### src/rtl/aether_uart_rx.sv
// Oversampling UART receiver with glitch rejection, framing/overrun detection and a receive FIFO.
// Optional parity bit compiled in with `define AETHER_UART_RX_PARITY_EN.
module aether_uart_rx #(
  parameter int CLK_FREQ   = 100_000_000,
  parameter int BAUD       = 9600,
  parameter int OVERSAMPLE = 16,
  parameter int DATA_BITS  = 8,
  parameter int FIFO_DEPTH = 8
) (
  input  logic                          clk,
  input  logic                          rst,
  input  logic                          uart_rx,
  input  logic                          parity_odd,
  output logic [DATA_BITS-1:0]          rd_data,
  output logic                          rd_valid,
  input  logic                          rd_ready,
  output logic [$clog2(FIFO_DEPTH):0]   fifo_count,
  output logic                          busy,
  output logic                          frame_err,
  output logic                          parity_err,
  output logic                          overrun
);

  localparam int DIV   = CLK_FREQ / (BAUD * OVERSAMPLE);
  localparam int DIV_W = (DIV > 1) ? $clog2(DIV) : 1;
  localparam int OS_W  = $clog2(OVERSAMPLE);
  localparam int BC_W  = $clog2(DATA_BITS);
  localparam int PW    = $clog2(FIFO_DEPTH);

  localparam logic [DIV_W-1:0] DIV_LAST     = DIV_W'(DIV - 1);
  localparam logic [OS_W-1:0]  OS_LAST      = OS_W'(OVERSAMPLE - 1);
  localparam logic [OS_W-1:0]  OS_HALF_LAST = OS_W'(OVERSAMPLE / 2 - 1);
  localparam logic [BC_W-1:0]  BC_LAST      = BC_W'(DATA_BITS - 1);

  localparam logic [2:0] S_IDLE   = 3'd0;
  localparam logic [2:0] S_START  = 3'd1;
  localparam logic [2:0] S_DATA   = 3'd2;
`ifdef AETHER_UART_RX_PARITY_EN
  localparam logic [2:0] S_PARITY = 3'd3;
`endif
  localparam logic [2:0] S_STOP   = 3'd4;

  // ---------------------------------------------------------------------------
  // Free-running oversample tick generator
  // ---------------------------------------------------------------------------
  logic [DIV_W-1:0] div_cnt;
  logic             tick;

  assign tick = (div_cnt == DIV_LAST);

  // NOTE: sequential state uses non-blocking assignments so every flop samples pre-edge values.
  always_ff @(posedge clk or posedge rst) begin
    if (rst) begin
      div_cnt <= '0;
    end else if (tick) begin
      div_cnt <= '0;
    end else begin
      div_cnt <= div_cnt + 1'b1;
    end
  end

  // ---------------------------------------------------------------------------
  // Two-flop synchroniser, reset to the idle-high line level
  // ---------------------------------------------------------------------------
  logic [1:0] sync;
  logic       rxs;

  always_ff @(posedge clk or posedge rst) begin
    if (rst) begin
      sync <= 2'b11;
    end else begin
      sync <= {sync[0], uart_rx};
    end
  end

  assign rxs = sync[1];

  // ---------------------------------------------------------------------------
  // Deframing FSM
  // ---------------------------------------------------------------------------
  logic [2:0]           state;
  logic [OS_W-1:0]      os_cnt;
  logic [BC_W-1:0]      bit_cnt;
  logic [DATA_BITS-1:0] shreg;
  logic                 armed;
  logic                 par_bad;
  logic                 stop_sample;
  logic                 push_req;

  assign busy        = (state != S_IDLE);
  assign stop_sample = (state == S_STOP) && tick && (os_cnt == OS_LAST);
  assign push_req    = stop_sample && rxs && !par_bad;

  always_ff @(posedge clk or posedge rst) begin
    if (rst) begin
      state     <= S_IDLE;
      os_cnt    <= '0;
      bit_cnt   <= '0;
      shreg     <= '0;
      armed     <= 1'b1;
      frame_err <= 1'b0;
`ifdef AETHER_UART_RX_PARITY_EN
      par_bad    <= 1'b0;
      parity_err <= 1'b0;
`endif
    end else begin
      frame_err <= 1'b0;
`ifdef AETHER_UART_RX_PARITY_EN
      parity_err <= 1'b0;
`endif
      case (state)
        S_IDLE: begin
          // After a framing error the line must go high before a new start is accepted.
          if (!armed) begin
            if (rxs) armed <= 1'b1;
          end else if (tick && !rxs) begin
            os_cnt <= '0;
            state  <= S_START;
          end
        end

        S_START: begin
          if (tick) begin
            if (os_cnt == OS_HALF_LAST) begin
              os_cnt  <= '0;
              bit_cnt <= '0;
              state   <= rxs ? S_IDLE : S_DATA;
            end else begin
              os_cnt <= os_cnt + 1'b1;
            end
          end
        end

        S_DATA: begin
          if (tick) begin
            if (os_cnt == OS_LAST) begin
              os_cnt <= '0;
              shreg  <= {rxs, shreg[DATA_BITS-1:1]};
              if (bit_cnt == BC_LAST) begin
`ifdef AETHER_UART_RX_PARITY_EN
                state <= S_PARITY;
`else
                state <= S_STOP;
`endif
              end else begin
                bit_cnt <= bit_cnt + 1'b1;
              end
            end else begin
              os_cnt <= os_cnt + 1'b1;
            end
          end
        end

`ifdef AETHER_UART_RX_PARITY_EN
        S_PARITY: begin
          if (tick) begin
            if (os_cnt == OS_LAST) begin
              os_cnt  <= '0;
              par_bad <= rxs ^ (^shreg) ^ parity_odd;
              state   <= S_STOP;
            end else begin
              os_cnt <= os_cnt + 1'b1;
            end
          end
        end
`endif

        S_STOP: begin
          if (tick) begin
            if (os_cnt == OS_LAST) begin
              os_cnt <= '0;
              state  <= S_IDLE;
              if (!rxs) begin
                frame_err <= 1'b1;
                armed     <= 1'b0;
              end
`ifdef AETHER_UART_RX_PARITY_EN
              else if (par_bad) begin
                parity_err <= 1'b1;
              end
`endif
            end else begin
              os_cnt <= os_cnt + 1'b1;
            end
          end
        end

        default: state <= S_IDLE;
      endcase
    end
  end

`ifndef AETHER_UART_RX_PARITY_EN
  logic unused_parity_odd;
  assign unused_parity_odd = parity_odd;
  assign par_bad           = 1'b0;
  assign parity_err        = 1'b0;
`endif

  // ---------------------------------------------------------------------------
  // Receive FIFO with registered head and valid
  // ---------------------------------------------------------------------------
  logic [DATA_BITS-1:0] mem [FIFO_DEPTH];
  logic [PW:0]          wr_ptr;
  logic [PW:0]          rd_ptr;
  logic [PW:0]          wr_nxt;
  logic [PW:0]          rd_nxt;
  logic                 full;
  logic                 pop;
  logic                 push;
  logic [DATA_BITS-1:0] head_nxt;

  assign full       = (wr_ptr[PW] != rd_ptr[PW]) && (wr_ptr[PW-1:0] == rd_ptr[PW-1:0]);
  assign pop        = rd_valid && rd_ready;
  // A simultaneous pop frees the slot, so a push into a full FIFO is still accepted.
  assign push       = push_req && (!full || pop);
  assign wr_nxt     = wr_ptr + (PW+1)'(push);
  assign rd_nxt     = rd_ptr + (PW+1)'(pop);
  assign fifo_count = wr_ptr - rd_ptr;

  always_comb begin
    head_nxt = '0;
    if (wr_nxt != rd_nxt) begin
      if (push && (wr_ptr[PW-1:0] == rd_nxt[PW-1:0])) begin
        head_nxt = shreg;
      end else begin
        head_nxt = mem[rd_nxt[PW-1:0]];
      end
    end
  end

  // NOTE: storage has no reset; validity is tracked entirely by the pointers.
  always_ff @(posedge clk) begin
    if (push) begin
      mem[wr_ptr[PW-1:0]] <= shreg;
    end
  end

  always_ff @(posedge clk or posedge rst) begin
    if (rst) begin
      wr_ptr   <= '0;
      rd_ptr   <= '0;
      rd_valid <= 1'b0;
      rd_data  <= '0;
      overrun  <= 1'b0;
    end else begin
      wr_ptr   <= wr_nxt;
      rd_ptr   <= rd_nxt;
      rd_valid <= (wr_nxt != rd_nxt);
      rd_data  <= head_nxt;
      overrun  <= push_req && full && !pop;
    end
  end

endmodule

### config.mk
export PLATFORM = sky130hd
export DESIGN_NAME = aether_uart_rx
export DESIGN_NICKNAME = d
export VERILOG_FILES = /design/src/rtl/aether_uart_rx.sv
export SDC_FILE = /design/constraint.sdc
export NUM_CORES = 1
export LEC_CHECK = 0
export BUFFER_PORTS_ARGS = -buffer_cell sky130_fd_sc_hd__clkbuf_2
export CAP_MARGIN = 10
export CORE_MARGIN = 1
export CORE_UTILIZATION = 55
export DETAILED_ROUTE_END_ITERATION = 8
export GPL_ROUTABILITY_DRIVEN = 1
export PLACE_DENSITY = 0.72
export SLEW_MARGIN = 20
export SYNTH_ARGS = -nofsm -noshare
export SYNTH_HDL_FRONTEND = slang
export SYNTH_SLANG_ARGS = --single-unit
### constraint.sdc
create_clock -name clk -period 8 [get_ports clk]
set_input_delay 0.4 -clock clk [delete_from_list [all_inputs] [get_ports clk]]
set_output_delay 0.4 -clock clk [all_outputs]
set_load 0.02 [all_outputs]
; Yosys cells after proc, flatten, opt, wreduce, memory -nomap -nowiden
; Memory sizes are Yosys's and may differ from the RTL's.
; Index checks and enable logic that the tools add are counted.
[word_totals]
mem_bits_rw = 64
out_inout_bits = 17
n_memories = 1
reg_bits = 50
input_bits = 5
[op_classes]
mux = 39
reduce_logical = 25
eq_ne = 23
n_addsub = 6
[mem_list]
columns = name, depth, word_bits, read_ports, rd_clocked_by_memory_dff, wr, line
row1 = mem, 8, 8, 1, 0, 1, 203  ; logic [DATA_BITS-1:0] mem [FIFO_DEPTH];
[ops]
columns = cell, count
row1 = 3-bit two-way mux, 14
row2 = 4-bit two-way mux, 6
row3 = "2-bit != test, second input constant", 10
row4 = 8-bit two-way mux, 2
row5 = 3-bit case mux with 4 select lines, 1
row6 = 4-bit case mux with 3 select lines, 1
row7 = 1-bit two-way mux, 11
row8 = "10-bit by 1-bit adder with 10-bit output, second input constant", 1
row9 = "10-bit equality test, second input constant", 1
row10 = 1-bit logical AND, 10
row11 = 10-bit two-way mux, 1
row12 = 9-bit AND reduction, 1
row13 = 4-bit by 1-bit adder with 4-bit output, 2
row14 = 3-bit equality test, 2
row15 = "3-bit equality test, second input constant", 2
row16 = 3-bit case mux with 2 select lines, 1
row17 = 6-bit AND reduction, 1
row18 = 3-bit nonzero test, 2
row19 = 5-bit AND reduction, 1
row20 = "4-bit by 1-bit adder with 4-bit output, second input constant", 1
row21 = "4-bit by 3-bit equality test with 1-bit output, second input constant", 1
row22 = "4-bit equality test, second input constant", 1
row23 = "2-bit by 1-bit != test with 1-bit output, second input constant", 2
row24 = 4-bit != test, 1
row25 = other kinds (14), 17

; Logic depth before layout (Yosys ltp)
[logic_depth]
depth_word = 8
mapped_depth = 14

; Least setup slack after synthesis
; Ideal clock, no wire load.
[synth_timing]
kind = reg2reg
startpoint = register wr_ptr[0]
endpoint = register rd_data[1]
stages_incl_launch_ff = 15
required_ns = 7.880
t_arrival_ns = 3.168
setup_slack_ns = 4.712
n_path_buf = 2
cell_sequence = dfrtp_1 clkbuf_1 inv_1 ha_1 nand3_1 or3b_2 nand3_1 nor2_1 ha_1 ha_1 xor2_1 xor2_1 or4_1 clkbuf_1 o211a_1
[synth_between]
elab_chain_cells = 8
[synth_lines]
columns = element, line
row1 = from (decl), 204  ; logic [PW:0] wr_ptr;
row2 = from (signal assigned), 247  ; wr_ptr <= wr_nxt;
row3 = 3-bit equality test, 213  ; assign full = (wr_ptr[PW] != rd_ptr[PW]) && (wr_ptr[PW-1:0] == rd_ptr[PW-1:0]);
row4 = 1-bit logical AND, 213
row5 = 1-bit zero test, 216  ; assign push = push_req && (!full || pop);
row6 = 1-bit logical OR, 216
row7 = 1-bit logical AND, 216
row8 = 4-bit by 1-bit adder with 4-bit output (*), 217  ; assign wr_nxt = wr_ptr + (PW+1)'(push);
row9 = named net wr_nxt[2], 206  ; logic [PW:0] wr_nxt;
row10 = 4-bit != test (*), 223  ; if (wr_nxt != rd_nxt) begin
row11 = 8-bit two-way mux (*), 223
row12 = named net head_nxt[1], 211  ; logic [DATA_BITS-1:0] head_nxt;
row13 = to (signal assigned), 250  ; rd_data <= head_nxt;
row14 = to (decl), 14  ; output logic [DATA_BITS-1:0] rd_data,
; The timed path passes the listed nets; every way through them passes the cells marked *.
; A chain may end at the register's enable or synchronous reset.

; Final worst setup path
[layout_timing]
startpoint = register wr_ptr[2]
endpoint = register rd_data[1]
; Same word-level chain as after synthesis.

==> impl_metrics.tcl <==
set metrics [dict create \
    regToRegSetupSlack_ns 4.25 \
    fin_worst_hold_slack_ns 0.0537 \
    grt_max_degree 51 \
    ys_warn_count 0 \
    syn_nets 359 \
    antenna_cells 0 \
    placementRows 34 \
    power_density_mw_per_mm2 243 \
    fin_skew_ns 0.00951 \
    power.share.switching_pct 17.7 \
    cts_tree "built" \
    r2r-end "rd_data[1]" \
    drtIter0Drc 110 \
    ys_types 47 \
    min_path_type "in2async" \
    htree_levels 4 \
    finalCritPeriodShare_pct 46.8 \
    crit_family "simple AND/OR/NAND/NOR gates" \
    yosys.area.top_type "edfxtp_1" \
    p_leak_nw 2.67 \
    slew-limit-headroom_pct 39.1 \
    p_seq_share_pct 43.7 \
    synth-seq-area-share_pct 64.1 \
    p_sw_w 0.000250 \
    dpl_worst_slack_ns 4.33 \
    synth_top_area_share_pct 38.8 \
    async_reset_ff_share_pct 43.9 \
    crit_arrival_ns 4.13 \
    critPathMaxStageDelay_ns 0.75 \
    clkLatencyLatePin_ns 0.51 \
    finalWirelength_um 8970 \
    viasPerCell 5.69 \
    syn_area_sq_mm 0.00496 \
    grt_overflow 0 \
    worst-setup-path-type "reg2reg" \
    fmax_mhz 267 \
    start_kind "flip-flop" \
    nets 389 \
    path_max_fanout 10 \
    mostFrequentLayoutCell "edfxtp_1" \
    ys_ff_latch 114 \
    cts.sinks 114 \
    max-vdd-ir-drop_mv 0.153 \
    die_w_um 97.0 \
    grt_pass1_wl_um 15000 \
    place_inst 459 \
    drive_gt1_share_pct 25.8 \
    numCtsBuffers 17 \
    cp.required_ns 8.39 \
    grt_pass1_vias 2894 \
    route.detailed.drc 0 \
    synth-edff-count 64 \
    rr_worst_depth 11 \
    die-area_sq_mm 0.00940 \
    placed_cell_area_sq_mm 0.00518 \
    place_congestion 0.778 \
    vias 2800 \
    slowest_stage "or4_1" \
    hpwlAfterDp_um 5450 \
    final_cell_mix "edfxtp_1, dfrtp_1, nand2_1, nor2_1, clkbuf_2" \
    yosys-top-cells-area "edfxtp_1, dfrtp_1, mux4_2, ha_1, mux2_2" \
    io_pins 22 \
    rsz0062_at_grt "no" \
    power.internal_w 0.00117 \
    firstDrtPassIters 4 \
    drv_cap 0 \
    fin_area_sq_mm 0.00582 \
    start_util_pct 56.9 \
    tightest_slew_ns 0.914 \
    cts.repair.resized 0 \
    endpoint_kind "flip-flop" \
    area_growth_pct 17.5 \
    wire_per_inst_um 18.2 \
    timing.rr.start "wr_ptr[2]" \
    synthFlopType "edfxtp_1" \
    grt.total_usage_pct 21.6 \
    cts-root-buf "clkbuf_8" \
    instances_no_fill 492 \
    status "complete, no violations" \
    cp_common_cell "ha_1" \
    drv_slew 0 \
    clockBufferDepth 2 \
    hold_viol 0 \
    syn_avg_cell_area_sq_um 14.5 \
    pwr-share-clk_pct 55.8 \
    p_comb_share_pct 0.6 \
    setup_ws_ns 4.25 \
    io_buffers 19 \
    antenna_found_initial 0 \
    setup_viol 0 \
    cts.clk_slew.worst_paths_ns 0.06 \
    synth_cells 341 \
    final.min_clock_period_ns 3.75 \
    design.core.area_sq_mm 0.00872 \
    drtAntennaViolNets 0 \
    fin_tns_setup_ns 0 \
    crit_buf_inv 0 \
    crit_chain "ha_1, nand3_1, or3b_2, nand3_1, nor2_1, ha_1, ha_1, xor2_1, xor2_1, or4_1, o211a_1" \
    die_y_um 97.0 \
]
-- worst max-delay path by stage --
stage	start	end	cells past startpoint
2_1_floorplan	wr_ptr[0]	rd_data[1]	14
3_3_place_gp	wr_ptr[2]	rd_data[6]	11
3_5_place_dp	wr_ptr[2]	rd_data[2]	11
4_1_cts	wr_ptr[2]	rd_data[1]	11
5_1_grt	wr_ptr[2]	rd_data[1]	11
6_report	wr_ptr[2]	rd_data[1]	11
-- tightest hold or removal path, cell delays in order --
cell,delay (ns)
clkbuf_2,0.08
inv_2,0.03
buf_4,0.51
-- registers in the layout (all words and copies together) (netlist names) --
register and cells:
armed 1, div_cnt 10, mem 64, sync 2
os_cnt 4, shreg 8, frame_err 1, rd_ptr 4
rd_valid 1, rd_data 8, overrun 1, bit_cnt 3
state 3, wr_ptr 4
-- synthesized netlist by cell type (3+ instances only) --
master,number
mux2i_1,8
xnor2_1,12
o21ai_0,7
xor2_1,11
nor3_1,6
inv_1,16
ha_1,12
nor2_1,19
mux2_2,11
a21oi_1,12
nand3_1,10
dfstp_2,3
o211a_1,8
buf_2,5
dfrtp_1,47
nor4_1,3
clkbuf_1,11
edfxtp_1,64
nand4_1,4
nand2_1,25
or3b_2,3
mux4_2,16
-- logic make-up (layout without fill, tap and decap cells) --
kind of cell	count (synthesis)	after routing	share of synthesized area, %
AOI/OAI and AO/OA	35	35	4.74
xor gates and xnor gates	23	23	4.06
adders and majority gates	13	13	3.43
buffers and inverters	33	76	2.70
DFF	114	114	64.1
muxes	35	35	11.4
other	1	1	0.0756
and+or+nand+nor	87	87	9.54
-- stage by stage --
step | power [W] | util, %
2_1_floorplan | 0.000635 | -
3_3_place_gp | 0.000637 | 59.3
3_5_place_dp | 0.000638 | 59.5
4_1_cts | 0.00143 | 66.8
5_1_grt | 0.00146 | 66.8
6_report | 0.00142 | 66.8
-- area by class of cell --
type / instances / area [sq um]
Sequential cell: 114 / 3180
Fill cell: 577 / 2900
Multi-Input combinational cell: 194 / 1660
Clock buffer: 19 / 442
Clock inverter: 13 / 188
Timing Repair Buffer: 28 / 165
Tap cell: 108 / 135
Inverter: 16 / 60.1
-- power by group through the flow --
stage	registers (W)	logic [W]	clock network (W)
global route	0.000618	0.00000975	0.000832
finish	0.000619	0.00000800	0.000790
CTS	0.000619	0.00000847	0.000802
floorplan	0.000629	0.00000593	0
global placement	0.000629	0.00000796	0
detailed placement	0.000630	0.00000810	0
-- per-layer routing --
metal  global-route usage [%]  vias up  wire (um)
met5                        0        -          0
met4                     7.92        0        152
met3                     7.80       15        338
met2                     35.2       62       4620
met1                     26.7     1411       3870
li1                         -     1312          -
-- timing repair --
action | 4_1_cts | 5_1_grt
hold buffers | 1 | 0
buffers inserted | 0 | 0
hold endpoints to repair | 1 | 0
Note: power is estimated with default switching activity, not from simulation.
